**src/rtl/noc_flit_pkg.sv**
```systemverilog
// Flit format and mesh constants shared by the injector and the router route-compute stage.
package noc_flit_pkg;

    localparam int FLIT_W   = 8;
    localparam int MESH_X   = 4;
    localparam int MESH_Y   = 4;
    localparam int NODE_X_W = 2;
    localparam int NODE_Y_W = 2;
    localparam int LEN_W    = 2;
    localparam int PAY_W    = 6;

    localparam int TYPE_MSB = 7;
    localparam int TYPE_LSB = 6;
    localparam int LEN_MSB  = 5;
    localparam int LEN_LSB  = 4;
    localparam int DY_MSB   = 3;
    localparam int DY_LSB   = 2;
    localparam int DX_MSB   = 1;
    localparam int DX_LSB   = 0;

    typedef enum logic [1:0] {
        FT_BODY = 2'b00,
        FT_TAIL = 2'b01,
        FT_HEAD = 2'b10
    } flit_type_e;

    function automatic logic [FLIT_W-1:0] mk_head(
        input logic [LEN_W-1:0]    len,
        input logic [NODE_Y_W-1:0] dy,
        input logic [NODE_X_W-1:0] dx
    );
        return {FT_HEAD, len, dy, dx};
    endfunction

    function automatic logic [FLIT_W-1:0] mk_pay(
        input flit_type_e       t,
        input logic [PAY_W-1:0] d
    );
        return {t, d};
    endfunction

endpackage

```
**src/rtl/noc_credit_counter.sv**
```systemverilog
// Saturating credit counter for the router local-port input buffer.
module noc_credit_counter #(
    parameter int CREDITS = 4
) (
    input  logic clk,
    input  logic rst_n,
    input  logic i_consume,
    input  logic i_return,
    output logic o_nonzero
);

    localparam logic [3:0] MAX = 4'(CREDITS);

    logic [3:0] r_count;

    always_ff @(posedge clk or negedge rst_n) begin
        if (!rst_n) begin
            r_count <= MAX;
        end else if (i_consume && !i_return) begin
            r_count <= r_count - 4'd1;
        end else if (!i_consume && i_return && r_count != MAX) begin
            r_count <= r_count + 4'd1;
        end
    end

    assign o_nonzero = (r_count != 4'd0);

endmodule

```
**src/rtl/noc_packet_injector.sv**
```systemverilog
// Packetizes local commands into head/body/tail flits under credit flow control.
// Optional NOC_INJ_PKT_CNT_EN adds a tail-flit packet counter output pkt_cnt.
module noc_packet_injector
    import noc_flit_pkg::*;
#(
    parameter logic [NODE_X_W-1:0] SRC_X   = 2'd1,
    parameter logic [NODE_Y_W-1:0] SRC_Y   = 2'd2,
    parameter int                  CREDITS = 4
) (
    input  logic              clk,
    input  logic              rst_n,
    input  logic              cmd_valid,
    output logic              cmd_ready,
    input  logic [1:0]        cmd_dst_x,
    input  logic [1:0]        cmd_dst_y,
    input  logic [1:0]        cmd_len,
    input  logic              data_valid,
    output logic              data_ready,
    input  logic [PAY_W-1:0]  data_in,
    output logic [FLIT_W-1:0] flit_out,
    output logic              flit_valid,
    input  logic              credit_in,
    output logic              busy,
    output logic              err_self
`ifdef NOC_INJ_PKT_CNT_EN
    ,
    output logic [15:0]       pkt_cnt
`endif
);

    typedef enum logic [1:0] {
        S_IDLE,
        S_HEAD,
        S_DATA
    } state_e;

    state_e              r_state;
    logic [NODE_X_W-1:0] r_dst_x;
    logic [NODE_Y_W-1:0] r_dst_y;
    logic [LEN_W-1:0]    r_len;
    logic [LEN_W-1:0]    r_rem;
    logic [FLIT_W-1:0]   r_flit;
    logic                r_fvalid;
    logic                r_busy;
    logic                r_err;

    logic w_nz;
    logic w_self;
    logic w_head_send;
    logic w_data_send;
    logic w_send;
    logic w_tail;

    assign cmd_ready   = (r_state == S_IDLE);
    assign data_ready  = (r_state == S_DATA) && w_nz;
    assign w_self      = (cmd_dst_x == SRC_X) && (cmd_dst_y == SRC_Y);
    assign w_head_send = (r_state == S_HEAD) && w_nz;
    assign w_data_send = data_valid && data_ready;
    assign w_send      = w_head_send || w_data_send;
    assign w_tail      = w_data_send && (r_rem == '0);

    noc_credit_counter #(
        .CREDITS (CREDITS)
    ) u_credit (
        .clk       (clk),
        .rst_n     (rst_n),
        .i_consume (w_send),
        .i_return  (credit_in),
        .o_nonzero (w_nz)
    );

    always_ff @(posedge clk or negedge rst_n) begin
        if (!rst_n) begin
            r_state  <= S_IDLE;
            r_dst_x  <= '0;
            r_dst_y  <= '0;
            r_len    <= '0;
            r_rem    <= '0;
            r_flit   <= '0;
            r_fvalid <= 1'b0;
            r_busy   <= 1'b0;
            r_err    <= 1'b0;
        end else begin
            r_fvalid <= 1'b0;
            r_err    <= 1'b0;
            unique case (r_state)
                S_IDLE: begin
                    if (cmd_valid) begin
                        // The router has no route for a self-addressed packet
                        if (w_self) begin
                            r_err <= 1'b1;
                        end else begin
                            r_dst_x <= cmd_dst_x;
                            r_dst_y <= cmd_dst_y;
                            r_len   <= cmd_len;
                            r_rem   <= cmd_len;
                            r_busy  <= 1'b1;
                            r_state <= S_HEAD;
                        end
                    end
                end
                S_HEAD: begin
                    if (w_head_send) begin
                        r_flit   <= mk_head(r_len, r_dst_y, r_dst_x);
                        r_fvalid <= 1'b1;
                        r_state  <= S_DATA;
                    end
                end
                S_DATA: begin
                    if (w_data_send) begin
                        r_fvalid <= 1'b1;
                        if (w_tail) begin
                            r_flit  <= mk_pay(FT_TAIL, data_in);
                            r_busy  <= 1'b0;
                            r_state <= S_IDLE;
                        end else begin
                            r_flit <= mk_pay(FT_BODY, data_in);
                            r_rem  <= r_rem - 2'd1;
                        end
                    end
                end
                default: begin
                    r_state <= S_IDLE;
                    r_busy  <= 1'b0;
                end
            endcase
        end
    end

`ifdef NOC_INJ_PKT_CNT_EN
    logic [15:0] r_pkt_cnt;

    always_ff @(posedge clk or negedge rst_n) begin
        if (!rst_n) begin
            r_pkt_cnt <= '0;
        end else if (w_tail) begin
            r_pkt_cnt <= r_pkt_cnt + 16'd1;
        end
    end

    assign pkt_cnt = r_pkt_cnt;
`endif

    assign flit_out   = r_flit;
    assign flit_valid = r_fvalid;
    assign busy       = r_busy;
    assign err_self   = r_err;

endmodule

```
**config.mk**
```make
export PLATFORM = sky130hd
export DESIGN_NAME = noc_packet_injector
export DESIGN_NICKNAME = d
export VERILOG_FILES = /design/src/rtl/noc_flit_pkg.sv /design/src/rtl/noc_credit_counter.sv /design/src/rtl/noc_packet_injector.sv
export SDC_FILE = /design/constraint.sdc
export NUM_CORES = 1
export LEC_CHECK = 0
export ABC_AREA = 1
export CAP_MARGIN = 20
export CORE_UTILIZATION = 40
export CTS_CLUSTER_DIAMETER = 120
export DETAILED_ROUTE_END_ITERATION = 16
export GPL_TIMING_DRIVEN = 0
export HOLD_SLACK_MARGIN = 0.12
export PLACE_DENSITY = 0.74
export SYNTH_ARGS = -nofsm -noshare
export SYNTH_HDL_FRONTEND = slang
export SYNTH_SLANG_ARGS = --single-unit
```
**constraint.sdc**
```tcl
create_clock -name clk -period 2.4 [get_ports clk]
set_input_delay 0.48 -clock clk [delete_from_list [all_inputs] [get_ports clk]]
set_output_delay 0.48 -clock clk [all_outputs]
set_load 0.01 [all_outputs]
```
* After elaboration in Yosys (flattened, before gate mapping) *
Index checks and enable logic that the tools add are counted.

storage, ports and cells
  flip-flop bits (word level) = 25
  input bits = 17

cells by class
  $add $sub $neg = 3
  equal/unequal tests = 11
  muxes and demuxes = 28
  bitwise logic cells = 2
  reductions and logical operators = 22

operators by type and width
  cell                 count
  $mux 2               9
  $mux 8               2
  $pmux 8 s2           1
  $reduce_and 5->1     3
  $ne 2x2->1 const B   6
  $mux 1               9
  $logic_and 1x1->1    8
  $mux 4               2
  $mux 7               1
  $pmux 2 s3           1
  $reduce_and 3->1     2
  $reduce_bool 2->1    3
  $add 4x1->4 const B  1
  $eq 2x1->1 const B   2
  $eq 2x2->1 const B   2
  $logic_not 2->1      2
  $ne 4x3->1 const B   1
  $pmux 2 s2           1
  $reduce_bool 4->1    1
  $sub 4x1->4 const B  1
  $pmux 1 s3           1
  $logic_not 1->1      2
  $not 1->1            2
  $pmux 1 s2           1
  2 further kinds      2

* Depth between registers and ports, before layout *
  depth after elaboration = 9
  mapped depth = 13
  mapped depth without buffers = 13

* Hierarchy *
Synthesis repeated with hierarchy kept, for this count alone.

second synthesis, totals
  cells, all modules = 178
  area total of the unflattened synthesis = 1417.6 um^2

by module, submodules not included
  module               times used  cells each  area an instance (um^2)  sequential area each (um^2)
  noc_packet_injector  1           133         1116.1                   525.5
  noc_credit_counter   1           45          301.5                    101.3

* Worst setup path after synthesis *
No wires, ideal clock.

  path type = register to register
  start point = register r_state[0]
  end point = register u_credit.r_count[2]
  data arrival time = 1.629 ns
  required time = 2.328 ns
  path slack = 0.699 ns
  stages on the path, launching flop included = 13
  path buffers = 0
  clock period less this slack = 1.701 ns
  cell sequence = dfrtp_1 -> inv_1 -> ha_1 -> nand3_4 -> nand2_4 -> nand3_2 -> nand2_1 -> inv_1 -> ha_1 -> inv_1 -> nand2_1 -> xor2_1 -> o21ai_1

on the way
  longest elaborated chain between the ends = 8
  elaborated cells on any way between the ends = 12
  those cells by class = eq/ne: 2; mux: 1; reduce/logical: 9

RTL lines
  item                                RTL line                    RTL
  from (decl)                         noc_packet_injector.sv:37   state_e r_state;
  from (signal assigned)              noc_packet_injector.sv:74   r_state <= S_IDLE;
  from (signal assigned)              noc_packet_injector.sv:98   r_state <= S_HEAD;
  from (signal assigned)              noc_packet_injector.sv:106  r_state <= S_DATA;
  $eq 2x2->1                          noc_packet_injector.sv:55   assign data_ready = (r_state == S_DATA) && w_nz;
  $logic_and 1x1->1                   noc_packet_injector.sv:55
  $logic_and 1x1->1                   noc_packet_injector.sv:58   assign w_data_send = data_valid && data_ready;
  $logic_or 1x1->1 *                  noc_packet_injector.sv:59   assign w_send = w_head_send || w_data_send;
  $logic_not 1->1                     noc_credit_counter.sv:21    end else if (!i_consume && i_return && r_count != MAX) begin
  $logic_and 1x1->1 (2 in series)     noc_credit_counter.sv:21
  $reduce_bool 2->1 (no source line)  --
  to (signal assigned)                noc_credit_counter.sv:20    r_count <= r_count - 4'd1;
  to (signal assigned)                noc_credit_counter.sv:22    r_count <= r_count + 4'd1;
  to (decl)                           noc_credit_counter.sv:14    logic [3:0] r_count;

Mark *: on every way between the ends. The rest lies on a longest branch, timed or not.
A chain may end at the register's enable or synchronous reset.

* Final worst setup path *
  start point = register r_state[0]
  end point = output port cmd_ready

on the way
  longest elaborated chain between the ends = 1

RTL lines
  item             RTL line                   RTL
  $logic_not 2->1  noc_packet_injector.sv:54  assign cmd_ready = (r_state == S_IDLE);
  to (decl)        noc_packet_injector.sv:13  output logic cmd_ready,

Every way passes these cells.

==> metrics <==
GPL Wtd Cong=approximately 0.84; Antenna Nets Post-Route=0; r2r worst-path depth=12; worst-path fanout max=6; hold path cells=2; pre-CTS setup slack=83.6 ps; gr usage total=17.6%; proportion of layout cells with a drive suffix above 1=~13%; reg2reg start=r_state[0]; Layout Skew=about 4 ps; PwrDens=1290 nW/um2; Die ar.=about 3600 um2; Hold Crit Class=register to register; post-synth cell types=27; largest net degree at the start of global routing=26; die height=60.2 um; YS warnings=0; Slew @ Worst Pin=between 500 and 600 ps; Final Critical Period=roughly 2300 ps; unrepaired setup endpoints after global routing=no; CP Launch Type=register; clock insertion delay at the later pin of the skew report=approximately 320 ps; cts hold-fix bufs=0; average size of a mapped cell=8.51 um2; Setup TNS Final=0 ps; R2R Path End=u_credit.r_count[2]; global-route wire length before repair=between 4000 and 5000 um; hpwl dp=around 2200 um; ys async rst share=100%; die width=approximately 60 um; core area=~3100 um2; area grow syn2layout=30.6%; PortBufs=29; vias in the first global route=about 1100; Vias per Instance=around 4.8; number of synthesized flops with an enable pin=0; synthesized area=1350 um2; Final #Nets=around 220; Main synth FF type=dfrtp_1; r2r setup slk=~530 ps; max-slew violations=0; DR vias=roughly 1100; deepest clock path buffer count=2; VDD IR max=668 uV; Slew Limit Headroom=62.4%; CTS tree=yes; drt drc=0; Max Cap Violations=0; register bit count reported by yosys=25; Final Worst Setup Slack=about 120 ps; critical path's largest stage delay=roughly 600 ps; Iter 0 DRT Violations=25; Mapped Nets=~180; diode count=0; # H-tree levels=1; CP required=approximately 1900 ps; cts bufs inserted=3; final hold vios=0; post-synthesis sequential area ratio=between 40 and 50%; final setup vio count=0; clk sinks=25; critical path data arrival time=1800 ps; Gate Count Post-Synth=159; I/O pin count=30; post-DR wirelength/cell=11.9 um; Pleak=0.853 nW; fmax=between 400 and 500 MHz; Pre-antenna DRT Iters=4; outcome=complete, no violations; initial antenna violation count=0; Min-Delay Endpoint=flit_out[7]; root buffer cell=clkbuf_4; Initial Util=between 40% and 50%; total wire length=2840 um; critical path cell sequence=inv_1 -> ha_1 -> clkdlybuf4s50_1; FP Rows=20; total grt overflow=0; CP endpoint kind=output pin; crit path kind=register to output pin; final period utilization=between 90% and 100%; crit path max-delay cell type=clkdlybuf4s50_1; Reg clk slew, reported paths=~130 ps; Min-Delay Startpoint=flit_out[7]
[cells in the final DEF (no fill, tap or decap), types with 2 or more instances in the layout]
| cell type | count |
|---|---|
| nor2_2 | 2 |
| clkbuf_1 | 2 |
| o21ai_0 | 9 |
| a21oi_1 | 2 |
| ha_1 | 5 |
| inv_1 | 23 |
| nand2_1 | 39 |
| dfrtp_1 | 24 |
| nand3_2 | 2 |
| clkdlybuf4s50_1 | 28 |
| nand2_4 | 3 |
| clkbuf_4 | 3 |
| a31oi_1 | 6 |
| mux2_2 | 4 |
| xor2_1 | 3 |
| nand3_1 | 8 |
| nand2_2 | 4 |
| nor2_1 | 12 |
[stage by stage]
step | hold WS (ps) | power [mW] | cell area [um2] | cells | utilization (%)
2_1_floorplan | 184 | 1.63 | 1350 | 159 | -
3_3_place_gp | 457 | 2.00 | 1700 | 232 | 54.3
3_5_place_dp | 466 | 2.07 | 1700 | 232 | 54.3
4_1_cts | 498 | 2.29 | 1740 | 236 | 55.7
5_1_grt | 520 | 2.50 | 1770 | 238 | 56.5
6_report | 491 | 2.28 | 1770 | 238 | 56.5
[report_power, final]
group / leakage [nW] / internal (mW) / switching, mW / total, mW
Clock: 0.0150 / 0.0651 / 0.118 / 0.183
Combinational: 0.537 / 0.586 / 0.741 / 1.33
Sequential: 0.301 / 0.633 / 0.135 / 0.768
Total: 0.853 / 1.28 / 0.994 / 2.28
[critical path, delay by kind of cell, from the launching register on]
kind | cells | cell delay, ps
adder cells (fa/ha/maj) | 1 | 320
flip-flops | 1 | 440
buffers and inverters | 2 | 730
[how the worst max path moves through the flow]
stage	startpoint	endpoint	slack (ps)	cells after the start
2_1_floorplan	r_state[0]	u_credit.r_count[2]	700	12
3_3_place_gp	r_state[0]	data_ready	130	5
3_5_place_dp	r_state[0]	data_ready	80	5
4_1_cts	r_state[0]	data_ready	10	5
5_1_grt	r_state[0]	cmd_ready	20	3
6_report	r_state[0]	cmd_ready	120	3
[registers in the layout, indices dropped and copies added, names as in the netlist]
register / count
flit_out: 8
u_credit.r_count: 4
r_dst_x: 2
r_dst_y: 2
r_len: 2
r_rem: 2
r_state: 2
busy: 1
err_self: 1
flit_valid: 1
[kinds of logic after synthesis]
| logic type | after synthesis | share of synthesized area, % |
|---|---|---|
| flops | 25 | 46.3 |
| buf+inv | 26 | 7.31 |
| fa+ha+maj | 6 | 5.55 |
| xor+xnor | 3 | 1.94 |
| compound gates | 21 | 8.97 |
| mux | 4 | 3.33 |
| simple gates | 74 | 26.5 |
[repair_timing]
item	4_1_cts	5_1_grt
setup endpoints to repair	1	1
gates resized for setup	4	1
buffers inserted	0	1
[layer usage]
| metal | vias to the layer above | share of wire (%) | GRT usage, % |
|---|---|---|---|
| met2 | 25 | 53 | 30.3 |
| met3 | 5 | 2.9 | 1.30 |
| met4 | 0 | 2.2 | 8.97 |
| li1 | 580 | - | - |
| met5 | - | 0 | 0 |
| met1 | 528 | 42 | 21.8 |
[synth_stat cells (3+ instances only)]
cell type / instances / area [um2]
ha_1: 6 / 75.1
mux2_2: 4 / 45.0
nand3_1: 8 / 40.0
o21ai_0: 9 / 45.0
nor2_1: 12 / 45.0
nand2_1: 39 / 146
nand2_4: 3 / 33.8
nand2_2: 4 / 25.0
dfrtp_1: 24 / 601
inv_1: 23 / 86.3
xor2_1: 3 / 26.3
a31oi_1: 6 / 37.5
[layout make-up]
cell class              instances  area [um2]
plain buffers                   2        8.76
well taps                      44        55.1
repair buffers                 31         315
fillers                       294        1360
clock buffers                   4        26.3
flip-flops and latches         25         627
multi-input cells             108         639
inverters                      24        95.1
(Power assumes the default switching activity.)
